`src/rtl/uart_arb_pkg.sv`:
```
// uart_arb_pkg: shared definitions for the UART transmit arbiter.
//   uart_arb_state_t  bus-master FSM states
//   UartTxOffset      byte offset of the UART TX register
//   UartStatusOffset  byte offset of the UART STATUS register
//   StatusTxFullBit   STATUS bit that reports a full TX FIFO
//   status_tx_full()  extracts the tx_full flag from a STATUS read
package uart_arb_pkg;

    typedef enum logic [2:0] {
        IDLE    = 3'd0,
        STAT    = 3'd1,
        STAT_W  = 3'd2,
        WRITE   = 3'd3,
        WRITE_W = 3'd4
    } uart_arb_state_t;

    localparam logic [11:0] UartTxOffset     = 12'h004;
    localparam logic [11:0] UartStatusOffset = 12'h008;
    localparam int          StatusTxFullBit  = 1;

    function automatic logic status_tx_full(input logic [31:0] status);
        return status[StatusTxFullBit];
    endfunction

endpackage

```
`src/rtl/rr_arbiter.sv`:
```
// rr_arbiter: combinational rotating-priority picker.
//   req    in   N     request vector
//   ptr    in   IdxW  index holding the highest priority this cycle
//   gnt    out  N     one-hot grant (first set bit at/after ptr, wrapping)
//   idx    out  IdxW  binary index of gnt
//   valid  out  1     at least one request present
module rr_arbiter #(
    parameter int N    = 2,
    parameter int IdxW = (N > 1) ? $clog2(N) : 1
) (
    input  logic [N-1:0]    req,
    input  logic [IdxW-1:0] ptr,
    output logic [N-1:0]    gnt,
    output logic [IdxW-1:0] idx,
    output logic            valid
);

    // Walk the requesters starting at ptr and take the first one that is set.
    always_comb begin : pick_blk
        int cand;
        cand  = 0;
        gnt   = '0;
        idx   = '0;
        valid = 1'b0;
        for (int i = 0; i < N; i++) begin
            cand = int'(ptr) + i;
            if (cand >= N) begin
                cand = cand - N;
            end else begin
                cand = cand;
            end
            if (!valid && req[cand]) begin
                valid     = 1'b1;
                gnt[cand] = 1'b1;
                idx       = IdxW'(cand);
            end else begin
                valid = valid;
            end
        end
    end

endmodule

```
`src/rtl/uart_tx_arbiter.sv`:
```
// uart_tx_arbiter: shares the UART TX register among NumReq byte producers.
// Round-robin grant; each byte costs a STATUS poll (repeated while tx_full)
// followed by a TX write. All bus outputs and ack_o are registered.
// Ports:
//   clk_i, rst_ni                  clock, asynchronous active-low reset
//   req_i / data_i / last_i        per-requester byte handshake (ack_o pulses on write)
//   uart_req_o .. uart_wdata_o     single-cycle UART bus access
//   uart_rvalid_i, uart_rdata_i    UART response one cycle after each access
// Build option: define UART_ARB_LOCK_EN to keep a multi-byte message (ended by
// last_i) on one requester; otherwise last_i is ignored.
module uart_tx_arbiter
    import uart_arb_pkg::*;
#(
    parameter int          NumReq   = 2,
    parameter logic [31:0] UartBase = 32'h8000_1000
) (
    input  logic                clk_i,
    input  logic                rst_ni,
    input  logic [NumReq-1:0]   req_i,
    input  logic [NumReq*8-1:0] data_i,
    input  logic [NumReq-1:0]   last_i,
    output logic [NumReq-1:0]   ack_o,
    output logic                uart_req_o,
    output logic [31:0]         uart_addr_o,
    output logic                uart_we_o,
    output logic [3:0]          uart_be_o,
    output logic [31:0]         uart_wdata_o,
    input  logic                uart_rvalid_i,
    input  logic [31:0]         uart_rdata_i
);

    localparam int          IdxW       = (NumReq > 1) ? $clog2(NumReq) : 1;
    localparam logic [31:0] StatusAddr = UartBase + {20'h00000, UartStatusOffset};
    localparam logic [31:0] TxAddr     = UartBase + {20'h00000, UartTxOffset};

    uart_arb_state_t   state_r, state_s;
    logic [IdxW-1:0]   grant_idx_r, grant_idx_s;
    logic [NumReq-1:0] grant_oh_r, grant_oh_s;
    logic [IdxW-1:0]   ptr_r;
    logic [NumReq-1:0] elig_s;
    logic [NumReq-1:0] arb_gnt_s;
    logic [IdxW-1:0]   arb_idx_s;
    logic              arb_valid_s;
    logic              wr_fire_s;

    logic              bus_req_s, bus_req_r;
    logic              bus_we_s, bus_we_r;
    logic [31:0]       bus_addr_s, bus_addr_r;
    logic [3:0]        bus_be_s, bus_be_r;
    logic [31:0]       bus_wdata_s, bus_wdata_r;
    logic [NumReq-1:0] ack_s, ack_r;

    rr_arbiter #(
        .N    (NumReq),
        .IdxW (IdxW)
    ) u_rr_arbiter (
        .req   (elig_s),
        .ptr   (ptr_r),
        .gnt   (arb_gnt_s),
        .idx   (arb_idx_s),
        .valid (arb_valid_s)
    );

`ifdef UART_ARB_LOCK_EN
    logic            lock_r;
    logic [IdxW-1:0] lock_idx_r;

    // While locked, only the lock owner may be granted; an owner that stops requesting frees the arbiter.
    always_comb begin
        if (lock_r && req_i[lock_idx_r]) begin
            elig_s             = '0;
            elig_s[lock_idx_r] = 1'b1;
        end else begin
            elig_s = req_i;
        end
    end

    // Lock set by a non-final byte, cleared by the final byte or by an idle owner.
    always_ff @(posedge clk_i or negedge rst_ni) begin
        if (!rst_ni) begin
            lock_r     <= 1'b0;
            lock_idx_r <= '0;
        end else if (wr_fire_s) begin
            lock_r     <= ~last_i[grant_idx_r];
            lock_idx_r <= grant_idx_r;
        end else if ((state_r == IDLE) && lock_r && !req_i[lock_idx_r]) begin
            lock_r     <= 1'b0;
        end else begin
            lock_r     <= lock_r;
        end
    end
`else
    logic unused_last_s;
    assign unused_last_s = ^last_i;
    assign elig_s        = req_i;
`endif

    // Next state and next registered bus/ack values; outputs follow the state being entered.
    always_comb begin
        state_s     = state_r;
        grant_idx_s = grant_idx_r;
        grant_oh_s  = grant_oh_r;
        wr_fire_s   = 1'b0;
        bus_req_s   = 1'b0;
        bus_we_s    = 1'b0;
        bus_addr_s  = 32'h0000_0000;
        bus_be_s    = 4'b0000;
        bus_wdata_s = 32'h0000_0000;
        ack_s       = '0;
        case (state_r)
            IDLE: begin
                if (arb_valid_s) begin
                    grant_idx_s = arb_idx_s;
                    grant_oh_s  = arb_gnt_s;
                    state_s     = STAT;
                    bus_req_s   = 1'b1;
                    bus_addr_s  = StatusAddr;
                    bus_be_s    = 4'b0001;
                end else begin
                    state_s = IDLE;
                end
            end
            STAT: begin
                state_s = STAT_W;
            end
            STAT_W: begin
                if (!uart_rvalid_i) begin
                    state_s = STAT_W;
                end else if ((req_i & grant_oh_r) == '0) begin
                    // Requester withdrew: abandon the byte, pointer stays put.
                    state_s = IDLE;
                end else if (status_tx_full(uart_rdata_i)) begin
                    state_s    = STAT;
                    bus_req_s  = 1'b1;
                    bus_addr_s = StatusAddr;
                    bus_be_s   = 4'b0001;
                end else begin
                    state_s     = WRITE;
                    wr_fire_s   = 1'b1;
                    bus_req_s   = 1'b1;
                    bus_we_s    = 1'b1;
                    bus_addr_s  = TxAddr;
                    bus_be_s    = 4'b0001;
                    bus_wdata_s = {24'h000000, data_i[8*grant_idx_r +: 8]};
                    ack_s       = grant_oh_r;
                end
            end
            WRITE: begin
                state_s = WRITE_W;
            end
            WRITE_W: begin
                if (uart_rvalid_i) begin
                    state_s = IDLE;
                end else begin
                    state_s = WRITE_W;
                end
            end
            default: begin
                state_s = IDLE;
            end
        endcase
    end

    // State, grant, round-robin pointer and registered outputs.
    always_ff @(posedge clk_i or negedge rst_ni) begin
        if (!rst_ni) begin
            state_r     <= IDLE;
            grant_idx_r <= '0;
            grant_oh_r  <= '0;
            ptr_r       <= '0;
            bus_req_r   <= 1'b0;
            bus_we_r    <= 1'b0;
            bus_addr_r  <= 32'h0000_0000;
            bus_be_r    <= 4'b0000;
            bus_wdata_r <= 32'h0000_0000;
            ack_r       <= '0;
        end else begin
            state_r     <= state_s;
            grant_idx_r <= grant_idx_s;
            grant_oh_r  <= grant_oh_s;
            if (wr_fire_s) begin
                // Wrap explicitly so non-power-of-two NumReq (and NumReq=1) stay in range.
                ptr_r <= (grant_idx_r == IdxW'(NumReq - 1)) ? '0 : grant_idx_r + IdxW'(1);
            end else begin
                ptr_r <= ptr_r;
            end
            bus_req_r   <= bus_req_s;
            bus_we_r    <= bus_we_s;
            bus_addr_r  <= bus_addr_s;
            bus_be_r    <= bus_be_s;
            bus_wdata_r <= bus_wdata_s;
            ack_r       <= ack_s;
        end
    end

    assign uart_req_o   = bus_req_r;
    assign uart_we_o    = bus_we_r;
    assign uart_addr_o  = bus_addr_r;
    assign uart_be_o    = bus_be_r;
    assign uart_wdata_o = bus_wdata_r;
    assign ack_o        = ack_r;

endmodule

```
`config.mk`:
```
export PLATFORM = sky130hd
export DESIGN_NAME = uart_tx_arbiter
export DESIGN_NICKNAME = d
export VERILOG_FILES = /design/src/rtl/uart_arb_pkg.sv /design/src/rtl/rr_arbiter.sv /design/src/rtl/uart_tx_arbiter.sv
export SDC_FILE = /design/constraint.sdc
export NUM_CORES = 1
export LEC_CHECK = 0
export BUFFER_PORTS_ARGS = -buffer_cell sky130_fd_sc_hd__buf_4
export CORE_MARGIN = 8
export CORE_UTILIZATION = 38
export CTS_CLUSTER_DIAMETER = 40
export DETAILED_ROUTE_END_ITERATION = 10
export GPL_TIMING_DRIVEN = 0
export PLACE_DENSITY_LB_ADDON = 0.08
export SETUP_SLACK_MARGIN = 0.02
export SLEW_MARGIN = 20
export SYNTH_ARGS = -nofsm -noshare
export SYNTH_HDL_FRONTEND = slang
export SYNTH_SLANG_ARGS = --single-unit
```
`constraint.sdc`:
```
create_clock -name clk_i -period 3.2 [get_ports clk_i]
set_clock_uncertainty 0.1 [all_clocks]
set_input_delay 0.48 -clock clk_i [delete_from_list [all_inputs] [get_ports clk_i]]
set_output_delay 0.48 -clock clk_i [all_outputs]
set_load 0.05 [all_outputs]
```
==> out/summary.md <==
The number of standard cells after synthesis is 129. Routability-driven placement finished with a final weighted congestion of 0.718. The area added between synthesis and finish is 45.9%, and the clock net sink count is 21. Clock tree synthesis inserted a total of 3 buffers.

The final worst-path setup slack is 1590 ps, and the utilization after layout is 0.568. The number of setup violations in the final report is 0. For the worst-skew pair, the clock arrives at the later sink with an insertion delay of 290 ps. The tools report the hold buffer count at CTS as 1. After detailed routing, the number of remaining DRC violations is 0.

Yosys mapped the design onto 24 distinct sky130hd cell types. For the number of diodes, the log shows 0. The total negative slack is 0 ps. The die extent in x is 73.8 um. The analysis attributes to cell leakage a power of 1.14 nW. At the worst endpoint, the required time is 2620 ps. The tools report the worst-case vdd ir drop as 0.000301 V. The multi-input combinational cells in the finished layout cover a total of 479 sq um.

The full die area is 0.00544 sq mm, and the final net count is 282. The tools report the overall global routing resource usage as 0.105. Buffers placed on the I/O ports in this run total 38. In the final routed layout, each cell accounts on average for 10.2 um.

The tools report the global-route track usage on met1 as 0.0978. The instance count along the most critical hold path is 3, and the quantity of gates resized following cts is 0. The number of max-cap violations is 0. Summing every instance area after synthesis gives 0.00127 sq mm. The number of detailed-route iterations in the first pass is 4, and the number of buffers inserted to repair setup after CTS is 0. Data arrives at the worst endpoint at 1030 ps. The number of levels in the clock H-tree is 1, and the standard cell core area is 0.00326 sq mm. Clock tree synthesis selected as its root buffer the cell sky130_fd_sc_hd__clkbuf_4. Number of antenna violations at the first check in global routing: 0.

The final instance area is 0.00185 sq mm, and the total of fill cells in the finished design is 326. STA classifies the critical path endpoint as an output port. For the pin with the worst max-slew slack, the measured transition is 605 ps.

Final critical path time including I/O delays and setup: 1610 ps. The wire length of the first global-routing pass is 4440 um, and the area used by sequential logic in the layout is 526 sq um. TritonCTS built the clock tree. Entering global routing, the biggest net connects 22 pins. Including well taps, the total number of placed cells is 267.

During I/O placement, the number of pins put on the boundary was 127. For the worst flop-to-flop path, the logic depth is 4. The tightest hold path in the finished design has a slack of 321 ps. The wire-length estimate of the detail-placed layout is 2470 um. The final-report hold violation count was 0. The power per standard cell area is 609 mW/mm^2, and the fmax is 0.620 GHz. The clock passes through at most 2 buffers. Yosys printed 0 warnings. For the number of rows created at floorplan, the log shows 21. The run gives 0.181 as the met2 usage in global routing. The final number of max-transition violations is 0.

The critical path is of the reg2out type. After synthesis, the mean cell area works out to 9.83 sq um. At the placement stage, the worst setup path has a slack of 1650 ps.

Using the TritonRoute via totals, the vias-per-cell ratio works out to 3.54. The placed instance area is 0.00181 sq mm. The register bit count reported by yosys is 21, and the met3 track demand over resource is 0.0778.

After clock tree synthesis, the clock-pin slew on the worst setup and hold paths is 110 ps. The part of the Yosys area used for sequential elements was 0.415; the fraction of final layout cells sized beyond drive strength 1 was 0.460. The initial core utilization was 0.389. Total power for the finished layout comes to 1.13 mW. The first routing iteration left 32 violations. For the total via count after detailed routing, the log shows 964. STA classifies the critical path startpoint as a flip-flop. After detailed routing, the total wire length is 2770 um. Worst min-delay path class: in2reg.

The largest driver fanout on the critical path came out at 4. The run finished with clean final reports. The die outline height was 73.8 um. The run gives 0.597 as the worst max-slew margin expressed relative to the limit.

The remaining global-route overflow is 0, and the final period utilization is 0.504. Non-filler instance count after layout: 272. The via count of the first global-routing pass came out at 1,036. Layer carrying the most global-route usage: met2.

The number of antenna-violating nets in the routed design is 0. Setup repair after global routing left no endpoint under its margin.
==> synth_stat cells (all sizes together) <==
cell type,number,area [sq um]
mux2i,8,80.1
or3,1,11.3
and3,1,6.26
nand4bb,1,11.3
nor3b,1,7.51
dfrtp,21,526
a22oi,1,7.51
nand3b,1,7.51
o31ai,1,7.51
nor2,11,41.3
a21oi,2,10.0
nand2,5,18.8
a31o,1,8.76
o21ai,4,20.0
a21o,1,7.51
inv,4,15.0
clkbuf,1,3.75
conb,1,3.75
and2,1,6.26
nor3,1,5.00
or4b,1,10.0
buf,59,447
or2,1,6.26
==> per-layer routing <==
metal	vias up	part of all wire	routed length, um
met5	-	0	0
met4	0	0.0043	12
met3	2	0.14	401
met1	414	0.34	933
li1	492	-	-
met2	56	0.51	1430
==> cells by family after synthesis <==
group,share of synthesized area
and+or+nand+nor,0.104
buffers and inverters,0.367
AOI/OAI and AO/OA,0.0484
other,0.00296
DFF,0.415
muxes,0.0632
==> cell type report <==
| type | count | area share |
|---|---|---|
| clock buffer | 4 | 0.0142 |
| inverter | 4 | 0.00812 |
| multi-input combinational | 98 | 0.259 |
| tap | 46 | 0.0311 |
| timing repair buffer | 39 | 0.160 |
| buffer | 60 | 0.244 |
| sequential | 21 | 0.284 |
==> sequential cells by signal, indices dropped and copies added, names as in the netlist, 2 cells and up <==
signal        flops
state_r           3
grant_oh_r        2
uart_wdata_o      8
uart_addr_o       2
ack_o             2
==> critical path, stage by stage (launching register included) <==
cell and delay [ps]:
sky130_fd_sc_hd__dfrtp_1 420, sky130_fd_sc_hd__buf_4 140, sky130_fd_sc_hd__buf_4 180
==> layout by cell type (no fill, tap or decap), types with 2 or more instances in the layout <==
cell                       instances
sky130_fd_sc_hd__nand2_1           5
sky130_fd_sc_hd__inv_1             4
sky130_fd_sc_hd__nor2_1           11
sky130_fd_sc_hd__clkbuf_1          2
sky130_fd_sc_hd__a21oi_1           2
sky130_fd_sc_hd__buf_4            96
sky130_fd_sc_hd__mux2i_1           8
sky130_fd_sc_hd__o21ai_0           4
sky130_fd_sc_hd__clkbuf_4          3
sky130_fd_sc_hd__conb_1           55
sky130_fd_sc_hd__dfrtp_1          21
==> path summary, 6_finish.rpt <==
path | startpoint | endpoint | slack [ps]
setup reg to reg | state_r[0]$_DFF_PN0_ | uart_wdata_o[7]$_DFF_PN0_ | 1700
max in group asynchronous | rst_ni | uart_wdata_o[7]$_DFF_PN0_ | 2300
hold reg to reg | grant_oh_r[0]$_DFFE_PN0P_ | grant_oh_r[0]$_DFFE_PN0P_ | 410
setup / recovery | uart_be_o[0]$_DFF_PN0_ | uart_be_o[0] | 1590
hold / removal | data_i[0] | uart_wdata_o[0]$_DFF_PN0_ | 320
min in group asynchronous | rst_ni | uart_we_o$_DFF_PN0_ | 490
==> report_power, final <==
group          switching (mW)  total (mW)  internal, mW  leakage, nW
clock network          0.0748       0.123        0.0485       0.0150
logic                   0.413       0.633         0.221        0.850
registers              0.0425       0.369         0.327        0.279
Note: power is estimated with default switching activity, not from simulation.
